<file path="config.mk">
export PLATFORM = sky130hd
export DESIGN_NAME = serial_addsub_seq
export DESIGN_NICKNAME = d
export VERILOG_FILES = /design/src/rtl/serial_addsub_pkg.sv /design/src/rtl/serial_addsub_seq_full_add_sub_bit.sv /design/src/rtl/serial_addsub_seq.sv
export SDC_FILE = /design/constraint.sdc
export NUM_CORES = 1
export LEC_CHECK = 0
export ABC_CLOCK_PERIOD_IN_PS = 1400
export CAP_MARGIN = 20
export CORE_ASPECT_RATIO = 2
export CORE_MARGIN = 2
export CORE_UTILIZATION = 45
export CTS_BUF_LIST = sky130_fd_sc_hd__clkbuf_16
export DETAILED_ROUTE_END_ITERATION = 7
export DONT_BUFFER_PORTS = 1
export GPL_ROUTABILITY_DRIVEN = 0
export PLACE_DENSITY = 0.6
export SETUP_SLACK_MARGIN = 0.2
export SLEW_MARGIN = 20
export SYNTH_ARGS = -nofsm -noshare
export SYNTH_HDL_FRONTEND = slang
export SYNTH_SLANG_ARGS = --single-unit
</file>
<file path="constraint.sdc">
create_clock -name clk -period 1.4 [get_ports clk]
set_input_delay 0.28 -clock clk [delete_from_list [all_inputs] [get_ports clk]]
set_output_delay 0.28 -clock clk [all_outputs]
set_load 0.02 [all_outputs]
</file>
<file path="src/rtl/serial_addsub_pkg.sv">
// Shared definitions for the bit-serial add/subtract engine:
// operation encodings and controller state encodings.
package serial_addsub_pkg;

  localparam logic OP_ADD = 1'b0;
  localparam logic OP_SUB = 1'b1;

  typedef enum logic [1:0] {
    S_IDLE = 2'd0,
    S_RUN  = 2'd1,
    S_DONE = 2'd2
  } state_t;

endpackage

</file>
<file path="src/rtl/serial_addsub_seq_full_add_sub_bit.sv">
// One-bit full adder / full subtractor cell, built only from 2-input NANDs.
// sub=0: s = a^b^cin, cout = a&b | (a^b)&cin
// sub=1: s = a^b^bin, bout = ~a&b | ~(a^b)&bin
// Both forms share one structure: invert a by sub before the generate and
// propagate terms (~a^b == ~(a^b)), while the sum/diff bit never sees sub.
module full_add_sub_bit (
  input  logic a,
  input  logic b,
  input  logic cin,
  input  logic sub,
  output logic s,
  output logic cout
);

  // a ^ b
  logic n1, n2, n3, axb;
  assign n1  = ~(a & b);
  assign n2  = ~(a & n1);
  assign n3  = ~(b & n1);
  assign axb = ~(n2 & n3);

  // s = (a ^ b) ^ cin
  logic m1, m2, m3;
  assign m1 = ~(axb & cin);
  assign m2 = ~(axb & m1);
  assign m3 = ~(cin & m1);
  assign s  = ~(m2 & m3);

  // ax = a ^ sub : a for add, ~a for subtract
  logic k1, k2, k3, ax;
  assign k1 = ~(a & sub);
  assign k2 = ~(a & k1);
  assign k3 = ~(sub & k1);
  assign ax = ~(k2 & k3);

  // p = (a ^ b) ^ sub : propagate for add, ~(a ^ b) for subtract
  logic j1, j2, j3, p;
  assign j1 = ~(axb & sub);
  assign j2 = ~(axb & j1);
  assign j3 = ~(sub & j1);
  assign p  = ~(j2 & j3);

  // cout = (ax & b) | (p & cin)
  logic g_n, pc_n;
  assign g_n  = ~(ax & b);
  assign pc_n = ~(p & cin);
  assign cout = ~(g_n & pc_n);

endmodule

</file>
<file path="src/rtl/serial_addsub_seq.sv">
// Bit-serial WIDTH-bit add/subtract controller. Latches operands on start,
// steps a single 1-bit add/sub cell LSB first for WIDTH clocks, then
// publishes result/carry with a one-cycle done pulse.
// Optional comparison flags (eq_o/gt_o/lt_o) are built when
// SERIAL_ADDSUB_CMP_FLAGS_EN is defined.
// Handshake: start_i is taken on a rising edge only while ready_o=1; ready_o
// stays low from accept until the cycle after done_o; start_i at any other
// time is dropped, never queued.
module serial_addsub_seq
  import serial_addsub_pkg::*;
#(
  parameter int WIDTH = 8
) (
  input  logic             clk,
  input  logic             rst_n,
  input  logic             start_i,
  output logic             ready_o,
  input  logic             op_i,
  input  logic [WIDTH-1:0] a_i,
  input  logic [WIDTH-1:0] b_i,
  output logic             busy_o,
  output logic             done_o,
  output logic [WIDTH-1:0] result_o,
  output logic             cout_o,
  output logic [1:0]       state_o
`ifdef SERIAL_ADDSUB_CMP_FLAGS_EN
  ,
  output logic             eq_o,
  output logic             gt_o,
  output logic             lt_o
`endif
);

  localparam int CW = (WIDTH > 2) ? $clog2(WIDTH) : 1;

  state_t           state;
  logic [WIDTH-1:0] a_sh;
  logic [WIDTH-1:0] b_sh;
  logic [WIDTH-1:0] acc;
  logic [CW-1:0]    cnt;
  logic             carry;
  logic             op_q;

  logic             cell_s;
  logic             cell_c;
  logic [WIDTH-1:0] acc_next;

  // The operand registers shift right, so bit [cnt] always sits at bit 0.
  full_add_sub_bit u_cell (
    .a    (a_sh[0]),
    .b    (b_sh[0]),
    .cin  (carry),
    .sub  (op_q),
    .s    (cell_s),
    .cout (cell_c)
  );

  assign acc_next = {cell_s, acc[WIDTH-1:1]};
  assign state_o  = state;

  // Controller FSM, datapath shift registers and registered outputs.
  always_ff @(posedge clk or negedge rst_n) begin
    if (!rst_n) begin
      state    <= S_IDLE;
      ready_o  <= 1'b1;
      busy_o   <= 1'b0;
      done_o   <= 1'b0;
      result_o <= '0;
      cout_o   <= 1'b0;
      a_sh     <= '0;
      b_sh     <= '0;
      acc      <= '0;
      cnt      <= '0;
      carry    <= 1'b0;
      op_q     <= OP_ADD;
`ifdef SERIAL_ADDSUB_CMP_FLAGS_EN
      eq_o     <= 1'b0;
      gt_o     <= 1'b0;
      lt_o     <= 1'b0;
`endif
    end else begin
      case (state)
        S_IDLE: begin
          done_o <= 1'b0;
          if (start_i) begin
            a_sh    <= a_i;
            b_sh    <= b_i;
            op_q    <= op_i;
            acc     <= '0;
            cnt     <= '0;
            carry   <= 1'b0;
            ready_o <= 1'b0;
            busy_o  <= 1'b1;
            state   <= S_RUN;
          end
        end
        S_RUN: begin
          a_sh  <= a_sh >> 1;
          b_sh  <= b_sh >> 1;
          acc   <= acc_next;
          carry <= cell_c;
          cnt   <= cnt + CW'(1);
          // Outputs only change here, so they never show partial sums.
          if (cnt == CW'(WIDTH - 1)) begin
            result_o <= acc_next;
            cout_o   <= cell_c;
`ifdef SERIAL_ADDSUB_CMP_FLAGS_EN
            eq_o <= (op_q == OP_SUB) && (acc_next == '0);
            lt_o <= (op_q == OP_SUB) && cell_c;
            gt_o <= (op_q == OP_SUB) && !cell_c && (acc_next != '0);
`endif
            busy_o <= 1'b0;
            done_o <= 1'b1;
            state  <= S_DONE;
          end
        end
        S_DONE: begin
          done_o  <= 1'b0;
          ready_o <= 1'b1;
          state   <= S_IDLE;
        end
        default: begin
          done_o  <= 1'b0;
          busy_o  <= 1'b0;
          ready_o <= 1'b1;
          state   <= S_IDLE;
        end
      endcase
    end
  end

endmodule

</file>
==> results.cfg, run 1 <==
[global_routing]
gr-total-overflow = 0
track_usage_pct = 18.6
antenna_violations_before_repair = 0
number_of_global_route_vias_before_repair = 1248
grt_start_max_net_pins = 43
grt_pass1_wl_um = 6330

[pwr]
total_power_uw = 6260
pwr_dens_nw_per_um2 = 2470
power.ir.vdd_worst_mv = 1.71
sw_power_uw = 2240
p_leak_uw = 0.00123
power.combinational.fraction_pct = 40.4
internal_power_uw = 4030
p_seq_share_pct = 38.4
power.share.switching_pct = 35.7
pwr-share-clk_pct = 21.2

[sta]
timing.max_slew.rel_slack_pct = 75.3
report.final.slew_viol_count = 0
final_period_minus_worst_setup_slack_ps = 1370
clock_skew_ps = 4.07
grt_setup_unrepaired = true
min_period_over_period_pct = 97.5
setup_viol = 0
max_clock_freq_ghz = 0.732
final_hold_fails = 42
worstMarginPinSlew_ps = 369
hold_slack_ps = -319

[synthesis]
post_synth_instance_area_um2 = 1830
combinational_family_with_the_most_area_after_synthesis = multiplexers
synth.mux.area_fraction_pct = 13.2
synth_compound_area_share_pct = 11.6
netlist-cell-type-count = 28
syn-num-nets = 170
syn_inst = 148
yosysSeqAreaShare_pct = 57.6
synth-xor-area-share_pct = 1.44
synthesis.area_per_instance_um2 = 12.3
synth_warnings = 0
synth-seq-cells = 42
synthSimpleGateAreaFrac_pct = 9.18
synthAdderAreaFrac_pct = 1.99

[worst_setup_path]
crit_path_start_kind = register
worst_path_largest_cell_delay_ps = 410
critPathArrivalTime_ps = 1580
required_ps = 1610
cp_max_fo = 3
timing.critical_path.cells = ha_4 > ha_4 > buf_4 > buf_4 > nand2b_4 > a21oi_2
cp-end-kind = register
critPathKind = register to register
crit_buf_inv = 2
critical-path-top-delay-family = flip-flops
crit_path_top_delay_cell = dfrtp_1

[flow_run]
drv.max_cap_violation_count = 0

[clocking]
clk_pin_slew_ps = 60
cts.root.buffer_cell = clkbuf_16
bufs_on_longest_clock_path = 2
cts_sinks = 42
cts_tree = done
total_clock_buffers_created_by_cts = 5
cts-htree-levels = 2
worstSkewPairLatency_ps = 290

[floorplanning]
die_span_in_x_um = 49.1
die_area_um2 = 4620
floorplan.die.height_um = 94.1
num_io_pins = 34
initial_utilization_pct = 47.0
core_um2 = 3880
rows = 32

[cells_and_area]
antenna_cells = 0
syn2layout_area_growth_pct = 39.0
drive_gt1_share_pct = 51.1
nets = 197
post-route-util_pct = 65.4
nFillCells = 304

[routing]
vias = 1240
post-route-drc-count = 0
ratio_of_routed_vias_to_standard_cells = 5.46
detail_route.wirelength_um = 4310
wire_per_inst_um = 19.0
drt_iter0_markers = 8
final_antenna_net_count = 0
drt_first_pass_iters = 4

[min_path]
hold_path_class = input port to asynchronous set/reset pin

[outcome]
status = finished, violations left
failed_checks = negative hold slack

[place]
io_buffer_count = 0
detailed_place_hpwl_um = 2240
sequential cells by signal (all words and copies together) (netlist names), 2 cells and up:
| signal | cells |
|---|---|
| state_o | 2 |
| cnt | 3 |
| acc | 7 |
| result_o | 8 |
| b_sh | 8 |
| a_sh | 8 |
synth_stat cells, drive strengths merged:
| cell type | count | area (um^2) |
|---|---|---|
| nand3b | 1 | 20.0 |
| o21bai | 1 | 11.3 |
| nor2 | 4 | 15.0 |
| a22o | 9 | 78.8 |
| dfrtp | 41 | 1030 |
| nand2b | 3 | 26.3 |
| nand2 | 20 | 75.1 |
| maj3 | 1 | 11.3 |
| mux2 | 9 | 101 |
| inv | 1 | 3.75 |
| ha | 2 | 25.0 |
| xnor2 | 1 | 8.76 |
| mux2i | 14 | 140 |
| nor2b | 5 | 31.3 |
| o21ai | 20 | 100 |
| clkbuf | 2 | 8.75 |
| a21o | 1 | 7.51 |
| buf | 7 | 77.6 |
| dfstp | 1 | 26.3 |
| xor2 | 2 | 17.5 |
| a21oi | 3 | 15.0 |
layer usage:
layer	GRT usage (%)	vias to the layer above	share of wire [%]
met1	20.8	632	35
met4	7.86	0	2.1
li1	-	569	-
met3	5.73	9	4.6
met2	32.2	30	59
met5	0	-	0
power groups by stage:
stage,logic [uW],registers (uW),clock network (uW)
2_1_floorplan,1380,2220,0
3_3_place_gp,1360,2330,0
3_5_place_dp,1410,2360,0
4_1_cts,1740,2320,1350
5_1_grt,2720,2480,1410
6_report,2530,2400,1330
repair_timing:
item / CTS / global route
resized for setup: 9 / 63
gates cloned: 2 / 4
endpoints found under the hold margin: 42 / 42
setup buffers: 12 / 7
pin swaps: 0 / 14
setup endpoints to repair: 35 / 38
per-stage QoR:
stage | std cells | hold WS [ps] | TNS (ps) | cell area [um^2] | setup slack (ps)
after floorplan | 148 | -15.6 | 0 | 1870 | 93.1
after global placement | 194 | -14.6 | -0.124 | 1870 | -0.124
after detailed placement | 194 | -14.1 | -28.8 | 1870 | -14.5
after CTS | 216 | -322 | 0 | 2190 | 37.5
after global routing | 227 | -330 | -10.2 | 2540 | -6.11
final | 227 | -319 | 0 | 2540 | 34.8
cells in the final DEF, fill, tap and decap left out, types with 2 or more instances in the layout:
master	instances
a22o_1	9
mux2_4	6
nand2_1	5
xor2_1	2
nor2b_1	2
buf_6	7
o21ai_1	8
clkinvlp_4	2
o21ai_0	3
nand2_2	7
clkbuf_16	8
mux2i_2	4
nor2b_4	3
nor2_1	3
a21oi_1	2
o21ai_2	9
nand3b_4	2
nand2_4	8
dfrtp_2	2
mux2i_1	10
buf_12	2
nand2b_4	3
ha_4	2
mux2_2	3
dfrtp_1	39
buf_4	13
worst reg2reg max path: stages (launching register included):
cell and delay (ps):
dfrtp_1 410, ha_4 180, ha_4 180, buf_4 140
buf_4 130, nand2b_4 130, a21oi_2 120
logic make-up after synthesis:
kind of cell | Yosys count
buffers and inverters | 10
XOR/XNOR | 3
flip-flops | 42
multiplexers | 23
AO/OA/AOI/OAI | 34
adder cells (fa/ha/maj) | 3
AND/OR/NAND/NOR | 33
final cells by class:
type,instances,area (um^2),share of cell area [%]
clock buffer,5,125,4.93
timing repair buffer,27,312,12.3
sequential,42,1050,41.5
clock inverter,3,45.0,1.77
inverter,1,3.75,0.148
multi-input combinational,98,936,36.8
tap,51,63.8,2.51
path summary, 6_finish.rpt:
path                                startpoint                       to  slack (ps)  cells past startpoint
hold reg to reg            a_sh[5]$_DFFE_PN0P_      a_sh[5]$_DFFE_PN0P_         490                      2
setup reg to reg            cnt[0]$_DFFE_PN0P_   state_o[0]$_DFFE_PN0P_          30                      6
setup / recovery            cnt[0]$_DFFE_PN0P_   state_o[0]$_DFFE_PN0P_          30                      6
hold / removal                           rst_n  result_o[1]$_DFFE_PN0P_        -320                      0
min in group clk                          op_i         op_q$_DFFE_PN0P_         150                      1
max in group asynchronous                rst_n      ready_o$_DFFE_PN1P_        1540                      0
Note: power is estimated with default switching activity, not from simulation.
==> run 2: changes to the inputs <==
--- a/config.mk
+++ b/config.mk
@@ -16,6 +16,7 @@
 export GPL_ROUTABILITY_DRIVEN = 0
 export PLACE_DENSITY = 0.6
 export SETUP_SLACK_MARGIN = 0.2
+export SKIP_CTS_REPAIR_TIMING = 1
 export SLEW_MARGIN = 20
 export SYNTH_ARGS = -nofsm -noshare
 export SYNTH_HDL_FRONTEND = slang
==> results.cfg, run 2 (synthesis results as in run 1) <==
[floorplanning]
floorplan.die.height_um = 94.1
rows = 32
initial_utilization_pct = 47.0
num_io_pins = 34
die_span_in_x_um = 49.1
die_area_um2 = 4620
core_um2 = 3880

[sta]
final_hold_fails = 42
max_clock_freq_ghz = 0.725
hold_slack_ps = -318
timing.max_slew.rel_slack_pct = 81.6
report.final.slew_viol_count = 0
final_period_minus_worst_setup_slack_ps = 1380
final_critical_path_setup_slack_ps = 20.0
setup_viol = 0
grt_setup_unrepaired = true
clock_skew_ps = 2.97
worstMarginPinSlew_ps = 275
fin_setup_tns_ps = 0
min_period_over_period_pct = 98.6

[clocking]
cts_sinks = 42
worstSkewPairLatency_ps = 290
cts_tree = done
total_clock_buffers_created_by_cts = 5
clk_pin_slew_ps = 60
cts-htree-levels = 2
bufs_on_longest_clock_path = 2
cts.root.buffer_cell = clkbuf_16

[cells_and_area]
biggestRegsByFlops = a_sh x8, b_sh x8, result_o x8
final_cell_mix = dfrtp_1, nand2_1, mux2i_1
antenna_cells = 0
syn2layout_area_growth_pct = 19.8
final_common_cell = dfrtp_1
post-route-util_pct = 56.3
drive_gt1_share_pct = 27.2
nets = 183

[flow_run]
drv.max_cap_violation_count = 0

[worst_setup_path]
critPathArrivalTime_ps = 1550
rrSetupSlack_ps = 20
reg2reg_depth = 4
timing.rr.start = cnt[0]$_DFFE_PN0P_
cp_max_fo = 5
crit_path_start_kind = register
timing.rr.end = result_o[1]$_DFFE_PN0P_
required_ps = 1570
cp-end-kind = register
critPathKind = register to register

[routing]
drt_first_pass_iters = 4
detail_route.wirelength_um = 3610
post-route-drc-count = 0
vias = 1146
wire_per_inst_um = 16.9
ratio_of_routed_vias_to_standard_cells = 5.38
drt_iter0_markers = 10
final_antenna_net_count = 0

[pwr]
power.combinational.fraction_pct = 31.1
power.ir.vdd_worst_mv = 1.69
internal_power_uw = 3500
p_seq_share_pct = 44.0
power.share.switching_pct = 34.3
p_leak_uw = 0.00102
pwr_dens_nw_per_um2 = 2440
sw_power_uw = 1830
total_power_uw = 5330
pwr-share-clk_pct = 24.9

[global_routing]
met2_usage_pct = 27.2
grt_util_met1_pct = 18.5
grt_start_max_net_pins = 43
number_of_global_route_vias_before_repair = 1144
gr-usage-met3_pct = 5.57
antenna_violations_before_repair = 0
track_usage_pct = 16.3
global_route.peak_usage_layer = met2
gr-total-overflow = 0
grt_pass1_wl_um = 5640

[outcome]
status = finished, violations left
failed_checks = negative hold slack

[place]
detailed_place_hpwl_um = 2240
io_buffer_count = 0
placement.setup.worst_slack_ps = -14.5

[min_path]
hold_path_class = input port to asynchronous set/reset pin
-- run 2: routing by layer --
layer	vias up	part of all wire (%)
met5	-	0
met4	0	2.1
met3	7	4.2
met2	25	55
met1	577	38
li1	537	-
-- run 2: power by group through the flow --
stage / Sequential, uW / Clock, uW / Combinational [uW]
after CTS: 2340 / 1350 / 1410
after global routing: 2430 / 1410 / 1870
after global placement: 2330 / 0 / 1360
after floorplan: 2220 / 0 / 1380
final: 2350 / 1330 / 1660
after detailed placement: 2360 / 0 / 1410
-- run 2: final cells by class --
| type | count | area (um^2) |
|---|---|---|
| well taps | 51 | 63.8 |
| multi-input cells | 98 | 779 |
| fillers | 359 | 1700 |
| flip-flops and latches | 42 | 1060 |
| repair buffers | 13 | 114 |
| inverters | 1 | 3.75 |
| clock inverters | 3 | 45.0 |
| clock buffers | 5 | 125 |
-- run 2: critical path: stages (launching register included) --
cell and delay, ps:
dfrtp_1 420, ha_4 180, ha_4 180, nand3b_4 130
mux2_2 350
-- run 2: worst max-delay path by stage --
stage | start | slack (ps) | endpoint | cells past startpoint
after floorplan | state_o[1]$_DFFE_PN0P_ | 90 | a_sh[3]$_DFFE_PN0P_ | 6
after global placement | state_o[0]$_DFFE_PN0P_ | -0.1 | cnt[1]$_DFFE_PN0P_ | 2
after CTS | cnt[0]$_DFFE_PN0P_ | -20 | cout_o$_DFFE_PN0P_ | 5
after detailed placement | state_o[0]$_DFFE_PN0P_ | -10 | acc[6]$_DFFE_PN0P_ | 2
final | cnt[0]$_DFFE_PN0P_ | 20 | result_o[1]$_DFFE_PN0P_ | 4
after global routing | cnt[0]$_DFFE_PN0P_ | -20 | cout_o$_DFFE_PN0P_ | 5
-- run 2: metrics by stage --
step	cell area, um^2	cells
5_1_grt	2190	213
4_1_cts	2040	202
3_3_place_gp	1870	194
3_5_place_dp	1870	194
6_report	2190	213
2_1_floorplan	1870	148
